### config.mk
export PLATFORM = sky130hd
export DESIGN_NAME = combination_lock
export DESIGN_NICKNAME = d
export VERILOG_FILES = /design/src/rtl/combination_lock.sv
export SDC_FILE = /design/constraint.sdc
export NUM_CORES = 1
export LEC_CHECK = 0
export ABC_AREA = 1
export CORE_ASPECT_RATIO = 1.75
export CORE_UTILIZATION = 55
export DETAILED_ROUTE_END_ITERATION = 16
export PLACE_DENSITY_LB_ADDON = 0.12
export SLEW_MARGIN = 20
export SYNTH_ARGS = -nofsm -noshare
export SYNTH_HDL_FRONTEND = slang
export SYNTH_SLANG_ARGS = --single-unit
### constraint.sdc
create_clock -name clk -period 2.29 [get_ports clk]
set_clock_uncertainty 0.2 [all_clocks]
set_input_delay 0.5725 -clock clk [delete_from_list [all_inputs] [get_ports clk]]
set_output_delay 0.5725 -clock clk [all_outputs]
set_load 0.02 [all_outputs]
### src/rtl/combination_lock.sv
// rtl/combination_lock.sv - four-digit keypad combination lock with multiplexed seven-segment display
//
// Purpose: accepts one 4-bit digit per cycle with enter high; four consecutive
// correct digits open the door until lock (or rst) re-secures it. Digits entered
// so far (or "OPEn" while unlocked) are scanned onto a 4-digit display.
//
// Ports:
//   clk                  system clock, rising-edge
//   rst                  synchronous active-high reset
//   x[3:0]               digit value, sampled when enter=1
//   enter                digit strobe, one digit per high cycle
//   lock                 re-lock / clear request (priority over enter)
//   door_open            1 while unlocked (registered)
//   seven_segment_data   active-low segments, bit0=a .. bit6=g, bit7=dp (always 1)
//   seven_segment_enable active-low one-hot digit select, bit0 = rightmost
module combination_lock #(
  parameter logic [3:0] CODE0    = 4'd1,
  parameter logic [3:0] CODE1    = 4'd2,
  parameter logic [3:0] CODE2    = 4'd3,
  parameter logic [3:0] CODE3    = 4'd4,
  parameter int         SCAN_DIV = 16
) (
  input  logic       clk,
  input  logic       rst,
  input  logic [3:0] x,
  input  logic       enter,
  input  logic       lock,
  output logic       door_open,
  output logic [7:0] seven_segment_data,
  output logic [3:0] seven_segment_enable
);

  typedef enum logic [2:0] {S0, S1, S2, S3, OPEN} state_t;

  localparam int CW = (SCAN_DIV > 1) ? $clog2(SCAN_DIV) : 1;

  state_t      state, state_next;
  logic [15:0] digits, digits_next;   // slot 0 (bits 3:0) holds the newest digit
  logic [1:0]  count, count_next;
  logic [3:0]  expected;
  logic [CW-1:0] scan_cnt;
  logic [1:0]  scan_idx;
  logic [6:0]  glyph;

  function automatic logic [6:0] hex7(input logic [3:0] d);
    case (d)
      4'h0: hex7 = 7'b1000000;
      4'h1: hex7 = 7'b1111001;
      4'h2: hex7 = 7'b0100100;
      4'h3: hex7 = 7'b0110000;
      4'h4: hex7 = 7'b0011001;
      4'h5: hex7 = 7'b0010010;
      4'h6: hex7 = 7'b0000010;
      4'h7: hex7 = 7'b1111000;
      4'h8: hex7 = 7'b0000000;
      4'h9: hex7 = 7'b0010000;
      4'hA: hex7 = 7'b0001000;
      4'hB: hex7 = 7'b0000011;
      4'hC: hex7 = 7'b1000110;
      4'hD: hex7 = 7'b0100001;
      4'hE: hex7 = 7'b0000110;
      default: hex7 = 7'b0001110;
    endcase
  endfunction

  always_ff @(posedge clk) begin
    if (rst) begin
      state     <= S0;
      digits    <= '0;
      count     <= '0;
      door_open <= 1'b0;
    end else begin
      state     <= state_next;
      digits    <= digits_next;
      count     <= count_next;
      door_open <= (state_next == OPEN);
    end
  end

  always_comb begin
    state_next  = state;
    digits_next = digits;
    count_next  = count;
    case (state)
      S0:      expected = CODE0;
      S1:      expected = CODE1;
      S2:      expected = CODE2;
      default: expected = CODE3;
    endcase

    if (lock) begin
      state_next  = S0;
      digits_next = '0;
      count_next  = '0;
    end else if (enter && state != OPEN) begin
      if (x == expected) begin
        case (state)
          S0:      state_next = S1;
          S1:      state_next = S2;
          S2:      state_next = S3;
          default: state_next = OPEN;
        endcase
        if (state == S3) begin
          digits_next = '0;
          count_next  = '0;
        end else begin
          digits_next = {digits[11:0], x};
          count_next  = count + 2'd1;
        end
      end else if (x == CODE0) begin
        // A wrong digit that is itself the first code digit restarts the sequence.
        state_next  = S1;
        digits_next = {12'd0, x};
        count_next  = 2'd1;
      end else begin
        state_next  = S0;
        digits_next = '0;
        count_next  = '0;
      end
    end
  end

  always_comb begin
    glyph = 7'h7F;
    if (state == OPEN) begin
      case (scan_idx)
        2'd3:    glyph = 7'b1000000;
        2'd2:    glyph = 7'b0001100;
        2'd1:    glyph = 7'b0000110;
        default: glyph = 7'b0101011;
      endcase
    end else if (scan_idx < count) begin
      glyph = hex7(digits[scan_idx*4 +: 4]);
    end
  end

  // Segment data and digit enable are both registered from the same scan index
  // so they always change on the same edge.
  always_ff @(posedge clk) begin
    if (rst) begin
      scan_cnt             <= '0;
      scan_idx             <= '0;
      seven_segment_enable <= 4'b1110;
      seven_segment_data   <= 8'hFF;
    end else begin
      if (scan_cnt == CW'(SCAN_DIV - 1)) begin
        scan_cnt <= '0;
        scan_idx <= scan_idx + 2'd1;
      end else begin
        scan_cnt <= scan_cnt + 1'b1;
      end
      seven_segment_enable <= ~(4'b0001 << scan_idx);
      seven_segment_data   <= {1'b1, glyph};
    end
  end

endmodule

# Word level (Yosys, flattened, before mapping)
# Memories as Yosys holds them, arrays and structs flattened.
# Cells that the tools add are included.
# W data, S select, Z words.
# totals
ff_bits	40
romBits	112
n_memories	1
inputBits	8
out_inout_bits	13
word_cells	48
# op_classes
shifts	2
order_cmp	1
n_addsub	3
n_mux	15
bitwise_logic	1
n_reduce_logical	4
eq_ne	12
# memory_table
name	words	width	read_ports	rd_clocked_by_memory_dff	write_ports	line	rtl
(name not given)	16	7	1	0	0	46	case (d)
# ops
op	count
$mux W16	2
$pmux W7 S3	1
$pmux W3 S3	2
$shiftx A16 B5 Y4	1
$mux W7	2
$mux W3	3
$eq A3 B2 Y1 const B	2
$eq A3 B3 Y1 const B	2
$add A2 B1 Y2 const B	2
$add A4 B1 Y4 const B	1
$eq A2 B2 Y1 const B	2
$eq A4 B1 Y1 const B	1
$eq A4 B4 Y1	1
$eq A4 B4 Y1 const B	1
$mux W2	2
$mux W4	1
$not A4 Y4	1
$reduce_or A2 Y1	2
$shl A1 B2 Y4 const A	1
$eq A3 B1 Y1 const B	1
$logic_not A3 Y1	1
$ne A3 B3 Y1 const B	1
$eq A2 B1 Y1 const B	1
$lt A2 B2 Y1	1
other kinds (2)	3

# Depth between registers and ports, before layout
# Gate-level depths: netlist of the first run.
# depth
word_depth	7
depth_mapped	14
depth_no_buf	12

# Least setup slack after synthesis of the first run
# OpenSTA, ideal clock, no wires.
# synth_path
path_kind	register to register
from	register scan_idx[0]
to	register seven_segment_data[3]
required_ns	1.971
path_stages_with_launch	15
path_slack_ns	0.376
arrival_ns	1.595
synth_period_minus_slack_ns	1.914
n_path_buf	2
setup_ns	0.119
cell_sequence	dfxtp_1 -> buf_4 -> inv_2 -> buf_6 -> nand2_1 -> nand3_1 -> nand2_1 -> inv_1 -> ha_1 -> nand2_1 -> nand2_1 -> nand2_1 -> nand3_1 -> o21ai_0 -> nand2_1
# synth_via
elab_chain_cells	4
elab_cells_between_ends	9
classes_between	order compare: 1; eq/ne: 3; shift: 1; mux: 3; memory: 1
# synth_lines
item	line	rtl
start, declared	42	logic [1:0] scan_idx;
start signal, assigned	148	scan_idx <= scan_idx + 2'd1;
$shiftx A16 B5 Y4	133	glyph = hex7(digits[scan_idx*4 +: 4]);
$mem_v2 Z16 W7	-	
$mux W7	132	end else if (scan_idx < count) begin
$mux W7 (*)	125	if (state == OPEN) begin
end signal, assigned	153	seven_segment_data <= {1'b1, glyph};
end, declared	29	output logic [7:0] seven_segment_data,
# Mark *: on every way between the ends. The rest lies on a longest branch, timed or not.
# A chain may end at the register's enable or synchronous reset.

# Worst setup path after layout of the first run
# Same ends and word-level chain as after synthesis.

==> impl_metrics.csv, run 1 <==
group,metric,value,unit
run_status,status,"finished clean",
cells_and_area,fillers,333,
sta,finalCriticalPeriod,2056,ps
drt,vias,1846,
drt,remaining_drc_errors,0,
logic_synthesis,async_flop_share,0,
drt,wire_per_inst,11.78,µm
clock_network,clkTransAtPathRegs,80,ps
clock_network,cts_htree_levels,2,
logic_synthesis,syn_nets,308,
sta,hold_viol,0,
setup_path,crit_top_cell,"nand2_1",
sta,rsz0062_at_grt,"false",
drt,drtIter0Drc,45,
floorplanning,core-area,3665,µm²
logic_synthesis,synth_seq_cells,39,
cells_and_area,fin_nets,337,
logic_synthesis,syn_inst,285,
setup_path,endpoint,"seven_segment_data[3]$_SDFF_PP1_",
clock_network,clock_path_buffers,2,
clock_network,cts_made_buffers,5,
floorplanning,fp.dieH,84.41,µm
global_route,grt_pass1_vias,1758,
cells_and_area,drive_gt1_frac,0.1746,
setup_path,cp_max_fo,9,
logic_synthesis,synth_top_area_cell,"dfxtp_1",
global_route,antenna_found_initial,0,
setup_path,cp.arrival,2050,ps
setup_path,slowest_stage,"dfxtp_1",
sta,fin_crit_sh,0.8977,
drt,vias_per_cell,5.114,
logic_synthesis,synth-main-ff-cell,"dfxtp_1",
sta,holdWs,267.0,ps
global_route,grt_usage,0.2296,
power,fin_total_pwr,1.390,mW
logic_synthesis,yosys_warnings,0,
placed_design,dpl-instance-area,2394,µm²
floorplanning,start_util,0.5825,
placed_design,gp_congestion,0.8502,
power,powerDensity,553.7,nW/µm²
floorplanning,die_w,49.09,µm
logic_synthesis,synth_commonest_cells,"81 x nand2_1, 39 x dfxtp_1, 25 x inv_1",
cells_and_area,stdcell_area,2511,µm²
logic_synthesis,syn_area,2135,µm²
cells_and_area,multiInputGateArea,1166,µm²
sta,timing.fmax,486.4,MHz
setup_path,worstPathRequired,2280,ps
setup_path,critPathLaunch,"scan_idx[0]$_SDFFE_PP0P_",
setup_path,r2r-start,"scan_idx[0]$_SDFFE_PP0P_",
floorplanning,io-pin-count,21,
logic_synthesis,syn_area_per_cell,7.490,µm²
global_route,grt_overflow,0,
cells_and_area,area_growth,17.64,%
placed_design,placed_cells,353,
logic_synthesis,synth_most_common_cell,"nand2_1",
floorplanning,rows,29,
drt,first_pass_iters,4,
clock_network,cts-resized-gates,0,
clock_network,clk_latency,290,ps
drt,antenna_left,0,
clock_network,cts_tree,"done",
drt,routed_wl,4251,µm
logic_synthesis,yosysSeqAreaShare,0.3658,
clock_network,post-cts-setup-buffers,0,
setup_path,worst-setup-path-type,"reg2reg",
logic_synthesis,synth_top_area_share,0.3658,
global_route,grt_max_degree,19,
logic_synthesis,synth_enable_flop_cells,0,
placed_design,port_buffers,19,
job,cap_violations,0,
setup_path,path_cells,"inv_2, nand2_1, nand3_1, nand2_1, inv_1, ha_1, nor2_1, nor2_1, nand2_1, nand3_1, o21ai_0, nand2_1",
cells_and_area,stdcell_count,361,
power,power_leakage,1.052,nW
cells_and_area,diodes,0,
setup_path,r2r_end,"seven_segment_data[3]$_SDFF_PP1_",
power,irDropWorstVdd,0.5492,mV
setup_path,end_kind,"flop",
setup_path,start_kind,"flop",
setup_path,slowest_delay,530,ps
sta,setup_viol,0,
min_path,hold_class,"reg2reg",
logic_synthesis,ys_types,30,
cells_and_area,register_area,780.7,µm²
placed_design,hpwl,3269,µm
logic_synthesis,synthTopCellsByArea,"dfxtp_1 37%, nand2_1 14%, ha_1 8.8%, nand3_1 5.6%, nand3_2 4.7%",
clock_network,holdBufCountCts,0,
clock_network,clkSinkCount,39,
global_route,grt_pass1_wl,7383,µm
setup_path,ff2ff_setup_slack,230,ps
floorplanning,die_area,4144,µm²
clock_network,root_buffer,"clkbuf_8",
sta,maxSlewViolCount,0,
setup_path,reg2reg_depth,12,
worst min-delay path by stage:
stage               cells after the start              startpoint                      to  slack [ps]
floorplan                               1  scan_cnt[0]$_SDFF_PP0_  scan_cnt[0]$_SDFF_PP0_         220
global placement                        1  scan_cnt[0]$_SDFF_PP0_  scan_cnt[0]$_SDFF_PP0_         230
detailed placement                      1  scan_cnt[0]$_SDFF_PP0_  scan_cnt[0]$_SDFF_PP0_         250
CTS                                     1  scan_cnt[0]$_SDFF_PP0_  scan_cnt[0]$_SDFF_PP0_         260
global route                            1  scan_cnt[0]$_SDFF_PP0_  scan_cnt[0]$_SDFF_PP0_         290
finish                                  1  scan_cnt[0]$_SDFF_PP0_  scan_cnt[0]$_SDFF_PP0_         270
cells by family (layout without fill, tap and decap cells):
family | Yosys count | in the layout | synth area share
AO/OA/AOI/OAI | 39 | 39 | 0.1137
XOR/XNOR | 1 | 1 | 0.004104
adder cells (fa/ha/maj) | 15 | 15 | 0.08792
buffers and inverters | 39 | 69 | 0.08792
flip-flops | 39 | 39 | 0.3658
other | 1 | 1 | 0.001757
AND/OR/NAND/NOR | 151 | 151 | 0.3388
report_power, final:
group | leakage (nW) | internal (mW) | switching [mW] | total (mW)
sequential | 0.316 | 0.686 | 0.00507 | 0.691
combinational | 0.676 | 0.0391 | 0.0608 | 0.0999
clock | 0.0612 | 0.353 | 0.247 | 0.600
total | 1.05 | 1.08 | 0.313 | 1.39
layout by cell type (no fill, tap or decap):
cell	synthesis	layout
a21oi_2	10	10
nor2_4	1	1
inv_1	25	25
clkdlybuf4s50_1	0	19
nand2_4	1	1
clkinv_1	2	2
bufinv_16	0	1
nor2_2	2	2
xnor2_1	1	1
buf_4	4	11
a21oi_1	13	13
nand3_2	10	10
or2_2	3	3
clkinv_2	0	1
nor4_1	1	1
o21bai_1	1	1
inv_2	4	4
nor2_8	1	1
nand4_1	3	3
nand3_1	24	24
nor2_1	20	20
ha_1	15	15
nand2_2	4	4
o21a_1	1	1
o211ai_1	2	2
o21ai_1	3	3
o21ai_0	9	9
nand2_1	81	81
dfxtp_1	39	39
conb_1	1	1
clkbuf_8	0	6
layout make-up:
class                   instances  area share
clock inverters                 2     0.01395
clock buffers                   6     0.03288
flip-flops and latches         39      0.3109
multi-input cells             207      0.4644
repair buffers                 30      0.1086
well taps                      46     0.02292
inverters                      31     0.04634
sequential cells by signal, indices dropped and copies added (netlist names):
register              flops
state                     3
seven_segment_enable      4
seven_segment_data        7
scan_idx                  2
door_open                 1
digits                   16
scan_cnt                  4
count                     2
through the flow:
stage                     TNS, ps  setup slack [ps]  utilization
after global placement          0             19.06       0.6531
after CTS                       0             241.9       0.6852
final                           0             234.2       0.6852
after detailed placement   -8.304            -8.304       0.6531
after global routing            0             40.41       0.6852
after floorplan                 0             375.8            -
per-layer routing:
metal / vias to the layer above / share of wire / track usage
li1: 974 / - / -
met1: 829 / 0.41 / 0.2283
met2: 32 / 0.55 / 0.4259
met3: 11 / 0.020 / 0.04529
met4: 0 / 0.025 / 0.1310
met5: - / 0 / 0
worst max-delay path: cells and delay by family, from the launching register on:
kind	cells	cell delay (ps)
fa+ha+maj	1	230
buf+inv	2	240
simple gates	8	680
flops	1	530
compound gates	1	70
Note: power is estimated with default switching activity, not from simulation.
==> inputs of run 2 (changes only) <==
--- a/config.mk
+++ b/config.mk
@@ -7,8 +7,9 @@
 export LEC_CHECK = 0
 export ABC_AREA = 1
 export CORE_ASPECT_RATIO = 1.75
-export CORE_UTILIZATION = 55
+export CORE_UTILIZATION = 50
 export DETAILED_ROUTE_END_ITERATION = 16
+export DONT_BUFFER_PORTS = 1
 export PLACE_DENSITY_LB_ADDON = 0.12
 export SLEW_MARGIN = 20
 export SYNTH_ARGS = -nofsm -noshare
==> run 2 against run 1 <==
Clock power fell by 23%. Count of clock-buffer cells in the layout is the same. Non-clock buffer count shrank 22. Worst hold slack lost 130 ps. Sequential power hardly changed. Die area rose by 9.7%. Worst setup slack better by 14 ps. Critical path type unchanged. Highest routed layer unchanged.
==> impl_metrics.csv, run 2 (synthesis results as in run 1) <==
group,metric,value,unit
run_status,status,"finished clean",
sta,maxSlewViolCount,0,
power,irDropWorstVdd,0.4405,mV
sta,fin_ws,248.4,ps
setup_path,cp_max_fo,9,
sta,hold_viol,0,
drt,wire_per_inst,12.20,µm
sta,setup_viol,0,
floorplanning,rows,31,
drt,antenna_left,0,
clock_network,clk_latency,290,ps
floorplanning,fp.dieH,88.44,µm
min_path,hold_class,"in2reg",
drt,routed_wl,4172,µm
clock_network,root_buffer,"clkbuf_8",
global_route,grt_max_degree,19,
cells_and_area,final_util,0.5523,
cells_and_area,drive_gt1_frac,0.1775,
cells_and_area,largest_register_ffs,16,
floorplanning,die_w,51.39,µm
power,powerDensity,542.0,nW/µm²
clock_network,cts_tree,"done",
job,cap_violations,0,
clock_network,clkSinkCount,39,
power,fin_total_pwr,1.231,mW
clock_network,cts_made_buffers,5,
setup_path,cp.arrival,2030,ps
global_route,antenna_found_initial,0,
cells_and_area,area_growth,6.389,%
placed_design,hpwl,3321,µm
cells_and_area,final_cell_mix,"81 x nand2_1, 38 x dfxtp_1, 25 x inv_1",
clock_network,cts_htree_levels,2,
drt,vias,1754,
clock_network,clkTransAtPathRegs,80,ps
cells_and_area,fin_nets,315,
global_route,grt_pass1_wl,7038,µm
setup_path,end_kind,"flop",
floorplanning,die_area,4545,µm²
cells_and_area,diodes,0,
cells_and_area,stdcell_area,2271,µm²
floorplanning,core-area,4111,µm²
setup_path,slowest_stage,"dfxtp_1",
clock_network,post-cts-setup-buffers,0,
drt,remaining_drc_errors,0,
setup_path,worstPathRequired,2280,ps
sta,finalCriticalPeriod,2042,ps
setup_path,worst-setup-path-type,"reg2reg",
drt,drtIter0Drc,20,
floorplanning,start_util,0.5192,
placed_design,dpl-instance-area,2185,µm²
setup_path,path_cells,"buf_4, ha_1, a21oi_2, inv_1, nor2_1, nand3_1, o21ai_0, nand2_1",
sta,timing.fmax,489.8,MHz
global_route,grt_overflow,0,
global_route,grt_pass1_vias,1668,
cells_and_area,regMostFlops,"digits",
clock_network,clock_path_buffers,2,
sta,setup_tns,0,ps
cells_and_area,final_common_cell,"nand2_1",
power,power_leakage,0.9403,nW
setup_path,start_kind,"flop",
drt,vias_per_cell,5.129,
placed_design,gp_congestion,0.9193,
cells_and_area,fillers,436,
sta,rsz0062_at_grt,"false",
floorplanning,io-pin-count,21,
setup_path,slowest_delay,520,ps
sta,fin_crit_sh,0.8915,
drt,first_pass_iters,4,
global_route,grt_usage,0.2072,
placed_design,port_buffers,0,
cells_and_area,reg.largest.list,"digits (16), seven_segment_data (7)",
placed_design,pre_cts_ws,171.8,ps
run 2: cell count changes in the layout (fill, tap and decap cells not counted), sizes merged:
cell           previous run  this run
clkdlybuf4s50            19         0
bufinv                    1         0
buf                      11         8
clkinvlp                  0         1
run 2: through the flow:
| step | hold slack (ps) | instances |
|---|---|---|
| 2_1_floorplan | 217.6 | 285 |
| 6_report | 137.3 | 342 |
| 5_1_grt | 129.1 | 342 |
| 4_1_cts | 130.1 | 342 |
| 3_5_place_dp | 236.6 | 334 |
| 3_3_place_gp | 228.5 | 334 |
run 2: report_power, final:
| group | internal (mW) | total (mW) | switching [mW] | leakage (nW) |
|---|---|---|---|---|
| sequential | 0.686 | 0.694 | 0.00842 | 0.316 |
| clock | 0.213 | 0.461 | 0.248 | 0.0412 |
| combinational | 0.0236 | 0.0758 | 0.0522 | 0.583 |
run 2: area by class of cell:
class	instances	area, µm²	share of cell area
multi-input combinational	207	1166	0.5135
sequential	39	782.0	0.3444
inverter	31	116.4	0.05124
clock buffer	6	72.57	0.03196
tap	49	61.31	0.02700
timing repair buffer	8	60.06	0.02645
clock inverter	2	12.51	0.005510
run 2: worst max-delay path: cells and delay by family (launching register included):
family	cells	cell delay [ps]
buffers and inverters	2	280
AO/OA/AOI/OAI	2	350
AND/OR/NAND/NOR	3	360
flip-flops	1	520
adder cells (fa/ha/maj)	1	230
run 2: path summary, 6_finish.rpt:
kind	from	end	slack, ps	cells past startpoint
hold reg to reg	scan_cnt[0]$_SDFF_PP0_	scan_cnt[0]$_SDFF_PP0_	250	1
setup reg to reg	scan_idx[1]$_SDFFE_PP0P_	seven_segment_data[3]$_SDFF_PP1_	250	8
hold / removal	rst	scan_cnt[2]$_SDFF_PP0_	140	1
setup / recovery	scan_idx[1]$_SDFFE_PP0P_	seven_segment_data[3]$_SDFF_PP1_	250	8
run 2: repair_timing:
| item | CTS | global route |
|---|---|---|
| hold buffers | 0 | 0 |
| setup endpoints to repair | 0 | 4 |
| gates resized for setup | 0 | 1 |
run 2: per-layer routing:
| metal | global-route usage | share of wire | routed length, µm |
|---|---|---|---|
| met5 | 0 | 0 | 0 |
| met1 | 0.1902 | 0.37 | 1560 |
| met3 | 0.03608 | 0.020 | 85 |
| met4 | 0.1106 | 0.032 | 133 |
| met2 | 0.4109 | 0.57 | 2391 |
